<file path="config.mk">
export PLATFORM = sky130hd
export DESIGN_NAME = left_shifter_16bit_flat
export DESIGN_NICKNAME = d
export VERILOG_FILES = /design/src/rtl/left_shifter_16bit_pkg.sv /design/src/rtl/left_shifter_16bit_if.sv /design/src/rtl/left_shifter_16bit_shl_stage.sv /design/src/rtl/left_shifter_16bit.sv /design/src/flat_wrapper.sv
export SDC_FILE = /design/constraint.sdc
export NUM_CORES = 1
export LEC_CHECK = 0
export ABC_CLOCK_PERIOD_IN_PS = 1200
export CORE_AREA = 2 2 60 62
export DETAILED_ROUTE_END_ITERATION = 6
export DIE_AREA = 0 0 62 64
export PLACE_DENSITY = 0.85
export SLEW_MARGIN = 20
export SYNTH_ARGS = -nofsm -noshare
export SYNTH_HDL_FRONTEND = slang
export SYNTH_SLANG_ARGS = --single-unit
</file>
<file path="constraint.sdc">
create_clock -name clk -period 1.2 [get_ports clk]
set_clock_uncertainty 0.15 [all_clocks]
set_input_delay 0.12 -clock clk [delete_from_list [all_inputs] [get_ports clk]]
set_output_delay 0.12 -clock clk [all_outputs]
set_load 0.005 [all_outputs]
</file>
<file path="src/rtl/left_shifter_16bit_pkg.sv">
// Processor-wide datapath constants and types shared by the shifter slice.
package left_shifter_16bit_pkg;

    localparam int unsigned DATA_W  = 16;
    localparam int unsigned SHAMT_W = 4;

    typedef logic [DATA_W-1:0]  data_t;
    typedef logic [SHAMT_W-1:0] shamt_t;

endpackage : left_shifter_16bit_pkg

</file>
<file path="src/rtl/left_shifter_16bit_if.sv">
// Operand/result bus of the registered left shifter.
interface left_shifter_16bit_if;
    import left_shifter_16bit_pkg::*;

    logic   in_valid;
    data_t  A;
    shamt_t mag;
    data_t  Q;
    logic   carry;
    logic   zero;
    logic   out_valid;

    modport master (
        output in_valid, A, mag,
        input  Q, carry, zero, out_valid
    );

    modport slave (
        input  in_valid, A, mag,
        output Q, carry, zero, out_valid
    );

endinterface : left_shifter_16bit_if

</file>
<file path="src/rtl/left_shifter_16bit_shl_stage.sv">
// One zero-filling barrel stage: shifts left by DIST when en is set and
// forwards the last bit to leave the word along the carry chain.
module shl_stage #(
    parameter int unsigned WIDTH = 16,
    parameter int unsigned DIST  = 1
) (
    input  logic [WIDTH-1:0] d_in,
    input  logic             en,
    input  logic             c_in,
    output logic [WIDTH-1:0] d_out,
    output logic             c_out
);

    always_comb begin
        d_out = d_in;
        c_out = c_in;
        if (en) begin
            d_out = d_in << DIST;
            // The lowest of the bits pushed past the MSB is the one that leaves last.
            c_out = d_in[WIDTH-DIST];
        end
    end

endmodule : shl_stage

</file>
<file path="src/rtl/left_shifter_16bit.sv">
// Registered 16-bit logical left barrel shifter with carry-out and zero flag.
module left_shifter_16bit
    import left_shifter_16bit_pkg::*;
#(
    parameter int unsigned WIDTH = DATA_W,
    parameter int unsigned LOG2  = SHAMT_W
) (
    input  logic                 clk,
    input  logic                 rst_n,
    left_shifter_16bit_if.slave  bus
);

    logic [WIDTH-1:0] stage_d [LOG2+1];
    logic             stage_c [LOG2+1];

    logic [WIDTH-1:0] q_d, q_q;
    logic             carry_d, carry_q;
    logic             zero_d, zero_q;
    logic             out_valid_d, out_valid_q;

    always_comb begin
        stage_d[0] = bus.A;
        stage_c[0] = 1'b0;
    end

    // Stage i shifts by 2**i under mag[i]; the carry chain keeps the bit
    // dropped by the last enabled stage, which is A[WIDTH-mag].
    for (genvar i = 0; i < LOG2; i++) begin : g_stage
        shl_stage #(
            .WIDTH (WIDTH),
            .DIST  (1 << i)
        ) u_stage (
            .d_in  (stage_d[i]),
            .en    (bus.mag[i]),
            .c_in  (stage_c[i]),
            .d_out (stage_d[i+1]),
            .c_out (stage_c[i+1])
        );
    end

    always_comb begin
        q_d         = q_q;
        carry_d     = carry_q;
        zero_d      = zero_q;
        out_valid_d = bus.in_valid;
        if (bus.in_valid) begin
            q_d     = stage_d[LOG2];
            carry_d = stage_c[LOG2];
            zero_d  = (stage_d[LOG2] == '0);
        end
    end

    always_ff @(posedge clk or negedge rst_n) begin
        if (!rst_n) begin
            q_q         <= '0;
            carry_q     <= 1'b0;
            zero_q      <= 1'b1;
            out_valid_q <= 1'b0;
        end else begin
            q_q         <= q_d;
            carry_q     <= carry_d;
            zero_q      <= zero_d;
            out_valid_q <= out_valid_d;
        end
    end

    assign bus.Q         = q_q;
    assign bus.carry     = carry_q;
    assign bus.zero      = zero_q;
    assign bus.out_valid = out_valid_q;

endmodule : left_shifter_16bit

</file>
<file path="src/flat_wrapper.sv">
// flat-port wrapper written by rule: the top's interface ports become plain ports
module left_shifter_16bit_flat import left_shifter_16bit_pkg::*;
#(
    parameter int unsigned WIDTH = DATA_W,
    parameter int unsigned LOG2  = SHAMT_W
)
  (clk, rst_n, bus_in_valid, bus_A, bus_mag, bus_Q, bus_carry, bus_zero, bus_out_valid);
  left_shifter_16bit_if bus_i ();
  input  logic clk;
  input  logic rst_n;
  input wire logic [$bits(bus_i.in_valid)-1:0] bus_in_valid;
  input wire logic [$bits(bus_i.A)-1:0] bus_A;
  input wire logic [$bits(bus_i.mag)-1:0] bus_mag;
  output wire logic [$bits(bus_i.Q)-1:0] bus_Q;
  output wire logic [$bits(bus_i.carry)-1:0] bus_carry;
  output wire logic [$bits(bus_i.zero)-1:0] bus_zero;
  output wire logic [$bits(bus_i.out_valid)-1:0] bus_out_valid;
  assign bus_i.in_valid = bus_in_valid;
  assign bus_i.A = bus_A;
  assign bus_i.mag = bus_mag;
  assign bus_Q = bus_i.Q;
  assign bus_carry = bus_i.carry;
  assign bus_zero = bus_i.zero;
  assign bus_out_valid = bus_i.out_valid;
  left_shifter_16bit #(.WIDTH(WIDTH), .LOG2(LOG2)) u_core (.clk(clk), .rst_n(rst_n), .bus(bus_i));
endmodule
</file>
==> results of run 1 <==
layout make-up:
| cell class | instances | area (sq um) |
|---|---|---|
| Tap cell | 46 | 57.6 |
| Multi-Input combinational cell | 135 | 1370 |
| Fill cell | 66 | 123 |
| Antenna cell | 1 | 2.50 |
| Sequential cell | 19 | 477 |
| Timing Repair Buffer | 133 | 1170 |
| Clock buffer | 4 | 26.3 |
| Inverter | 14 | 56.3 |
what timing repair did:
item,4_1_cts,5_1_grt
cloned,1,0
hold endpoints to repair,1,0
gates resized for setup,182,44
setup buffers,28,14
hold buffers,1,0
pin swaps,23,12
setup endpoints to repair,37,31
Yosys cell counts:
library cell,instances,area (sq um)
a21oi_1,21,105
nor2_1,21,78.8
dfrtp_1,18,450
inv_1,13,48.8
mux2i_1,12,120
nand2_1,12,45.0
mux2_2,11,124
o22ai_1,11,68.8
clkbuf_1,7,26.3
o21ai_0,6,30.0
a211oi_1,5,37.5
buf_2,4,20.0
nand2b_1,4,25.0
mux4_2,3,67.6
nor3_1,3,15.0
o221ai_1,3,26.3
buf_6,2,22.5
nand3b_1,2,15.0
nor2b_1,2,12.5
o211ai_1,2,15.0
o21a_1,2,15.0
a2111oi_0,1,8.76
a221oi_1,1,8.76
a22oi_1,1,7.51
a2bb2oi_1,1,8.76
a31oi_1,1,6.26
and2_1,1,6.26
buf_1,1,3.75
buf_4,1,7.51
clkinv_1,1,3.75
dfstp_2,1,26.3
mux2_1,1,11.3
mux2_4,1,15.0
nand4_1,1,6.26
nor3b_1,1,7.51
o21ai_1,1,5.00
o2bb2ai_1,1,8.76
o32ai_1,1,8.76
o41ai_2,1,16.3
or2_2,1,6.26
flip-flops by register name, summed over array words and instances (netlist names):
signal                count
u_core.bus.Q             16
u_core.bus.carry          1
u_core.bus.out_valid      1
u_core.bus.zero           1
worst register-to-register path, stage by stage, from the launching register on:
cell     delay (ns)
dfrtp_1        0.41
buf_4          0.15
nor2_1         0.26
a21oi_2        0.06
through the flow:
step                      cells  instance area [sq um]  total power [mW]
after floorplan             183                   1690              1.18
after global placement      307                   2480              1.63
after detailed placement    307                   2480              1.65
after CTS                   339                   2990              2.18
after global routing        352                   3160              2.60
final                       352                   3160              2.54
cell families after synthesis:
group           count (synthesis)  share of synthesized area
compound gates                 59                      0.244
buf+inv                        29                     0.0860
flops                          19                      0.309
mux                            28                      0.219
simple gates                   48                      0.141
routing by layer:
layer / share of wire / routed length [microns] / global-route usage
met3: 0.14 / 1500 / 0.121
met5: 0 / 0 / 0
met1: 0.33 / 3480 / 0.502
met4: 0.11 / 1160 / 0.237
met2: 0.42 / 4390 / 0.622
power breakdown:
part | switching [mW] | internal [mW]
Combinational | 0.740 | 0.709
Clock | 0.207 | 0.130
Sequential | 0.0461 | 0.703
Total | 0.993 | 1.54
path summary, 6_finish.rpt:
check	from	to	slack (ns)	depth (start not counted)
max	bus_A[6]	u_core.bus.zero	-0.82	8
min reg2reg	u_core.bus.zero	u_core.bus.zero	0.39	2
min	bus_A[9]	u_core.bus.zero	0.30	6
min in group asynchronous	rst_n	u_core.bus.Q[9]	0.42	2
max reg2reg	u_core.bus.Q[9]	u_core.bus.Q[9]	0.06	3
max in group asynchronous	rst_n	u_core.bus.Q[12]	0.09	3
==> summary.md, run 1 <==
| Metric | Value |
|---|---|
| CTS sink cnt | `19` |
| Critical Path Max Stage Delay | `0.42 ns` |
| GRT Total Usage | `0.411` |
| WL/cell | `29.9 microns` |
| GPL Wtd Cong | `0.920` |
| Synth Area per Inst | `8.42 sq um` |
| Post-Syn Nets | `206` |
| Setup Viol. Count Final | `20` |
| Initial antenna violation count | `1` |
| P&R area growth vs syn | `105%` |
| CTS tree | `done` |
| Largest net degree at the start of global routing | `17` |
| Inserted Clock Buffers | `3` |
| Final TNS setup | `-5.15 ns` |
| CP max stage cell | `o41ai_2` |
| Pre-Repair DR Iteration Count | `7` |
| Die Y | `64 microns` |
| DRC viols | `0` |
| Flops & latches, synth | `19` |
| Status | `finished with violations` |
| Pwr dens | `802 nW/um^2` |
| Final Cycle Share | `1.68` |
| Kind of critical path | `in -> reg` |
| Worst path required time | `1.24 ns` |
| Distinct cells, synth | `40` |
| Startpoint types | `input pin` |
| Root buffer cell | `clkbuf_4` |
| MaxCap Viol Count | `0` |
| Type of the worst min-delay path | `in -> reg` |
| WP buf/inv | `3` |
| Peak Freq | `495 MHz` |
| Die Width | `62 microns` |
| Min Tclk post-route | `2.02 ns` |
| Clock slew at reported path FFs | `0.10 ns` |
| Util after Layout | `0.963` |
| Post-synthesis cell count | `183` |
| Critical path's top delay family | `compound AO/OA/AOI/OAI gates` |
| Worst-skew pair later-pin latency | `0.29 ns` |
| RSZ-0062 raised after global routing | `true` |
| Initial DRC count | `462` |
| Final Max Tran Viols | `0` |
| Core area | `3280 sq um` |
| Worst vdd ir | `0.902 mV` |
| Pleak | `1.39 nW` |
| Yosys warnings | `0` |
| Initial Utilization | `0.469` |
| Routed WL | `10.5 mm` |
| Die ar. | `3970 sq um` |
| Worst slack at placement | `-1.16 ns` |
| Maximum clock path buffer count | `2` |
| Most common cell after layout, fill and taps aside | `buf_4` |
| Total global routing overflow | `0` |
| Crit path cell chain | `clkdlybuf4s15_2, buf_6, buf_4, nor3_1, a21oi_1, a21oi_1, o22ai_1, o41ai_2` |
| Critical path arrival | `2.06 ns` |
| Port buffer count | `41` |
| Most frequent CP cell | `a21oi_1` |
| WHS | `0.304 ns` |
| DR vias | `2,498` |
| Routed Antenna Nets | `0` |
| Final hold violations | `0` |
| DP HPWL | `3.82 mm` |
| Vias in the first global route | `2,273` |
| Vias/cell | `7.10` |
| Seq/Total Area, Yosys | `0.309` |
| Fin nets | `329` |
| Crit. End Element | `flip-flop` |
| H-tree depth | `1` |
| Layout cell share with drive strength beyond 1 | `0.652` |
| I/O Pins | `42` |
| Floorplan row count | `21` |
| Slew @ Worst Pin | `0.372 ns` |
| CP max FO | `2` |
| Most frequent cells in the layout | `buf_4 (63), buf_6 (22), dfrtp_1 (18)` |
| First-pass GRT wire length | `11.9 mm` |
| Relative slew slack | `0.750` |
| Failing checks | `negative setup slack` |
| Cell Area, Synth | `1540 sq um` |
| PnR worst setup slack | `-0.818 ns` |
Note: power is estimated with default switching activity, not from simulation.
==> run 2, diff against run 1 <==
--- a/config.mk
+++ b/config.mk
@@ -7,6 +7,7 @@
 export LEC_CHECK = 0
 export ABC_CLOCK_PERIOD_IN_PS = 1200
 export CORE_AREA = 2 2 60 62
+export CTS_BUF_LIST = sky130_fd_sc_hd__clkbuf_16
 export DETAILED_ROUTE_END_ITERATION = 6
 export DIE_AREA = 0 0 62 64
 export PLACE_DENSITY = 0.85
==> constraint.sdc (replaced) <==
create_clock -name clk -period 1.2 [get_ports clk]
set_clock_uncertainty 0.15 [all_clocks]
set_input_delay 0.12 -clock clk [delete_from_list [all_inputs] [get_ports clk]]
set_output_delay 0.12 -clock clk [all_outputs]
set_load 0.02 [all_outputs]
==> summary.md, run 2 (same netlist as run 1, synthesis figures left out) <==
| Metric | Value |
|---|---|
| R2r setup slk | `0.24 ns` |
| Cell Area, Placed | `2480 sq um` |
| Failing checks | `negative setup slack` |
| Pre-Repair DR Iteration Count | `5` |
| Non-filler instance count after layout | `338` |
| Worst-skew pair later-pin latency | `0.26 ns` |
| Total global routing overflow | `0` |
| Most common cell after layout, fill and taps aside | `buf_4` |
| Final Cell Area | `3040 sq um` |
| Startpoint types | `input pin` |
| Port buffer count | `41` |
| Dpl cells | `307` |
| Vias in the first global route | `2,286` |
| Final Max Tran Viols | `0` |
| DR vias | `2,273` |
| DRC viols | `0` |
| RSZ-0062 raised after global routing | `true` |
| Root buffer cell | `clkbuf_16` |
| Min Tclk post-route | `1.71 ns` |
| Max reg flops | `16` |
| Worst vdd ir | `1.31 mV` |
| P&R area growth vs syn | `97.3%` |
| Status | `finished with violations` |
| DP HPWL | `3.82 mm` |
| GRT Total Usage | `0.483` |
| Worst path required time | `1.21 ns` |
| Routed WL | `9.13 mm` |
| H-tree depth | `1` |
| Most frequent cells in the layout | `buf_4 (54), buf_6 (19), clkbuf_2 (18), dfrtp_1 (18), nor2_1 (14)` |
| Initial antenna violation count | `0` |
| Setup Viol. Count Final | `16` |
| Floorplan row count | `21` |
| Clock slew at reported path FFs | `0.06 ns` |
| Core area | `3280 sq um` |
| Tot Pwr | `2.83 mW` |
| Final Cycle Share | `1.43` |
| Pleak | `1.34 nW` |
| MaxCap Viol Count | `0` |
| Inserted Clock Buffers | `3` |
| CTS sink cnt | `19` |
| Kind of critical path | `in -> reg` |
| Final hold violations | `0` |
| CTS tree | `done` |
| Reg-to-Reg End | `u_core.bus.zero` |
| Fin nets | `316` |
| WL/cell | `27.0 microns` |
| Initial DRC count | `328` |
| Die ar. | `3970 sq um` |
| Maximum clock path buffer count | `2` |
| Worst R2R Path Depth | `2` |
| Critical path arrival | `1.72 ns` |
| Routed Antenna Nets | `0` |
| GPL Wtd Cong | `0.920` |
| Die Y | `64 microns` |
| First-pass GRT wire length | `13.6 mm` |
| Worst slack at placement | `-1.16 ns` |
| PnR worst setup slack | `-0.510 ns` |
| Relative slew slack | `0.768` |
| I/O Pins | `42` |
| Vias/cell | `6.72` |
| Initial Utilization | `0.469` |
| Layout cell share with drive strength beyond 1 | `0.654` |
| Crit. End Element | `flip-flop` |
| CP max FO | `7` |
| Slew @ Worst Pin | `0.341 ns` |
| Ant. Diodes | `0` |
| Largest net degree at the start of global routing | `17` |
| Pwr dens | `931 nW/um^2` |
| R2R Path Start | `u_core.bus.zero` |
| Type of the worst min-delay path | `in -> async` |
| Die Width | `62 microns` |
| Fillers | `103` |
| Peak Freq | `585 MHz` |
-- run 2: cell count changes in the layout (fill, tap and decap cells not counted), sizes merged --
cell and change:
inv +1, clkdlybuf4s15 -9, buf -10, clkbuf +6, diode -1, clkdlybuf4s50 -1
-- run 2: metrics by stage --
step | utilization | hold slack [ns] | setup TNS (ns)
3_5_place_dp | 0.754 | 0.195 | -16.87
3_3_place_gp | 0.754 | 0.195 | -16.20
2_1_floorplan | - | -0.326 | -3.00
4_1_cts | 0.939 | 0.309 | -3.53
6_report | 0.926 | 0.00802 | -4.83
5_1_grt | 0.926 | 0.0110 | -5.35
-- run 2: timing repair --
item,CTS,global route
setup endpoints to repair,37,53
endpoints found under the hold margin,1,0
hold buffers,1,0
buffers inserted,31,1
gates resized for setup,189,40
pin swaps,30,8
cloned,1,0
-- run 2: cell type report --
cell class,instances,area [sq um],area share
multi-input combinational,135,1340,0.441
timing repair buffer,120,1030,0.339
sequential,19,477,0.157
clock buffer,3,75.1,0.0247
tap,46,57.6,0.0189
inverter,14,56.3,0.0185
clock inverter,1,3.75,0.00123
-- run 2: worst max path at each step --
stage,from,endpoint,slack (ns),depth (start not counted)
after global routing,bus_A[1],u_core.bus.zero,-0.89,8
after global placement,bus_mag[1],u_core.bus.zero,-1.10,8
final,bus_mag[1],u_core.bus.zero,-0.51,8
after CTS,bus_mag[1],u_core.bus.zero,-0.45,7
after floorplan,bus_mag[1],u_core.bus.zero,-0.46,5
after detailed placement,bus_mag[1],u_core.bus.zero,-1.16,8
-- run 2: power by group --
part / switching [mW] / internal, mW
combinational: 0.731 / 0.640
sequential: 0.0480 / 0.705
clock: 0.262 / 0.445
-- run 2: layer usage --
metal,global-route usage,share of wire,up-vias
met5,0.0159,0,-
met4,0.237,0.082,0
met3,0.209,0.12,87
met2,0.697,0.45,247
met1,0.603,0.35,1051
li1,-,-,888
-- run 2: worst max-delay path, cell delays in order --
cell     delay [ns]
buf_8          0.09
buf_4          0.19
buf_12         0.13
mux2i_4        0.36
a21oi_2        0.15
o21ai_1        0.17
nand4_1        0.13
o41ai_2        0.36
==> run 3, diff against run 2 <==
--- a/config.mk
+++ b/config.mk
@@ -5,12 +5,12 @@
 export SDC_FILE = /design/constraint.sdc
 export NUM_CORES = 1
 export LEC_CHECK = 0
-export ABC_CLOCK_PERIOD_IN_PS = 1200
-export CORE_AREA = 2 2 60 62
+export ABC_CLOCK_PERIOD_IN_PS = 2100
+export CORE_AREA = 2 2 59 61
 export CTS_BUF_LIST = sky130_fd_sc_hd__clkbuf_16
 export DETAILED_ROUTE_END_ITERATION = 6
-export DIE_AREA = 0 0 62 64
-export PLACE_DENSITY = 0.85
+export DIE_AREA = 0 0 61 63
+export PLACE_DENSITY = 0.87
 export SLEW_MARGIN = 20
 export SYNTH_ARGS = -nofsm -noshare
 export SYNTH_HDL_FRONTEND = slang
==> constraint.sdc (replaced) <==
create_clock -name clk -period 2.1 [get_ports clk]
set_clock_uncertainty 0.15 [all_clocks]
set_input_delay 0.21 -clock clk [delete_from_list [all_inputs] [get_ports clk]]
set_output_delay 0.21 -clock clk [all_outputs]
set_load 0.02 [all_outputs]
==> summary.md, run 3 (same netlist as run 1, synthesis figures left out) <==
| Metric | Value |
|---|---|
| Largest net degree at the start of global routing | `20` |
| I/O Pins | `42` |
| Status | `finished with violations` |
| Final TNS setup | `-0.0515 ns` |
| Final Cycle Share | `1.02` |
| PnR worst setup slack | `-0.0515 ns` |
| Root buffer cell | `clkbuf_16` |
| Kind of critical path | `in -> reg` |
| Initial Utilization | `0.477` |
| First-pass GRT wire length | `8.29 mm` |
| DRC viols | `0` |
| Floorplan row count | `21` |
| Final Max Tran Viols | `0` |
| Vias/cell | `6.01` |
| CTS tree | `done` |
| Die Width | `61 microns` |
| Logic gate share of total power | `0.408` |
| Core area | `3230 sq um` |
| Total global routing overflow | `0` |
| Critical path arrival | `2.16 ns` |
| Worst-skew pair later-pin latency | `0.25 ns` |
| Critical path's top delay family | `multiplexers` |
| Util after Layout | `0.774` |
| Clk network pwr share | `0.284` |
| Clock slew at reported path FFs | `0.05 ns` |
| P&R area growth vs syn | `62.3%` |
| H-tree depth | `1` |
| Net Sw Frac | `0.318` |
| GPL Wtd Cong | `0.919` |
| Worst path required time | `2.11 ns` |
| Routed Antenna Nets | `0` |
| Vias in the first global route | `1,780` |
| Most frequent cells in the layout | `buf_4 (47), clkdlybuf4s50_1 (32), nor2_1 (21)` |
| GRT Total Usage | `0.289` |
| Initial DRC count | `96` |
| CP max stage cell | `mux4_2` |
| Ant. Diodes | `0` |
| Startpoint types | `input pin` |
| Die ar. | `3840 sq um` |
| Inserted Clock Buffers | `3` |
| Worst vdd ir | `0.621 mV` |
| Dpl cells | `301` |
| Peak Freq | `465 MHz` |
| Pwr dens | `550 nW/um^2` |
| Sequential Power Share | `0.308` |
| Layout cell share with drive strength beyond 1 | `0.307` |
| DR vias | `1,864` |
| Crit path cell chain | `clkdlybuf4s50_1, mux4_2, mux2i_1, and2_1, nand3b_1, o2bb2ai_2, o41ai_2` |
| CTS sink cnt | `19` |
| DP HPWL | `3.71 mm` |
| Slew @ Worst Pin | `0.535 ns` |
| Min Tclk post-route | `2.15 ns` |
| Internal | `0.938 mW` |
| Pre-Repair DR Iteration Count | `5` |
| Type of the worst min-delay path | `in -> async` |
| Crit. End Element | `flip-flop` |
| WP buf/inv | `1` |
| Total net switching power | `0.437 mW` |
| Fillers | `215` |
| Fin nets | `288` |
| Non-filler instance count after layout | `310` |
| Routed WL | `5.61 mm` |
| CP max FO | `2` |
| Initial antenna violation count | `0` |
| MaxCap Viol Count | `0` |
| WL/cell | `18.1 microns` |
| Die Y | `63 microns` |
| Final hold violations | `0` |
| Setup Viol. Count Final | `1` |
| Port buffer count | `41` |
| Critical Path Max Stage Delay | `0.46 ns` |
| Failing checks | `negative setup slack` |
| Pleak | `1.14 nW` |
| Relative slew slack | `0.642` |
| Most common cell after layout, fill and taps aside | `buf_4` |
| Max reg flops | `16` |
| Maximum clock path buffer count | `2` |
## run 3: changes by cell type in the layout (fill, tap and decap cells not counted), moves of 7 or more
cell,previous run,this run
clkbuf_2,18,0
buf_6,19,3
dlymetal6s2s_1,0,8
mux2i_1,4,11
buf_2,12,0
mux2_4,10,3
clkdlybuf4s50_1,1,32
buf_4,54,47
a21oi_2,12,2
a21oi_1,8,19
nor2_1,14,21
## run 3: metal layers
metal / vias up / track usage / share of wire
li1: 828 / - / -
met1: 875 / 0.391 / 0.38
met2: 131 / 0.453 / 0.48
met3: 30 / 0.0538 / 0.089
met4: 0 / 0.106 / 0.044
met5: - / 0 / 0
## run 3: what timing repair did
| item | CTS | global route |
|---|---|---|
| pin swaps | 4 | 3 |
| resized for setup | 11 | 15 |
| endpoints found under the setup margin | 6 | 4 |
| hold buffers | 0 | 0 |
| buffers inserted | 2 | 3 |
| hold endpoints to repair | 0 | 0 |
## run 3: cell type report
cell class	instances	area, sq um	area share
Multi-Input combinational cell	135	1000	0.400
Timing Repair Buffer	92	836	0.334
Sequential cell	19	477	0.191
Clock buffer	3	75.1	0.0300
Tap cell	46	57.6	0.0230
Inverter	14	52.6	0.0210
Clock inverter	1	3.75	0.00150
## run 3: power by group through the flow
stage / Clock (mW) / Sequential (mW) / Combinational, mW
floorplan: 0 / 0.472 / 0.203
detailed placement: 0 / 0.428 / 0.506
CTS: 0.398 / 0.423 / 0.526
finish: 0.390 / 0.423 / 0.562
global route: 0.410 / 0.426 / 0.596
global placement: 0 / 0.426 / 0.496
## run 3: metrics by stage
stage / instance area [sq um] / total power [mW] / worst slack (ns) / hold WS, ns
after CTS: 2420 / 1.35 / 0.0134 / 0.165
after global routing: 2500 / 1.43 / -0.122 / 0.198
after floorplan: 1540 / 0.675 / 0.194 / -0.236
after detailed placement: 2290 / 0.935 / -0.439 / 0.317
final: 2500 / 1.37 / -0.0515 / 0.159
after global placement: 2290 / 0.922 / -0.375 / 0.320
## run 3: final timing paths
| kind | startpoint | endpoint | slack (ns) | cells past startpoint |
|---|---|---|---|---|
| setup / recovery | bus_A[4] | u_core.bus.zero | -0.05 | 7 |
| hold / removal | rst_n | u_core.bus.Q[4] | 0.16 | 1 |
| setup reg to reg | u_core.bus.Q[15] | u_core.bus.Q[15] | 1.20 | 1 |
| hold reg to reg | u_core.bus.Q[10] | u_core.bus.Q[10] | 0.33 | 1 |
| max in group asynchronous | rst_n | u_core.bus.carry | 1.12 | 2 |
| min in group clk | u_core.bus.Q[10] | u_core.bus.Q[10] | 0.33 | 1 |
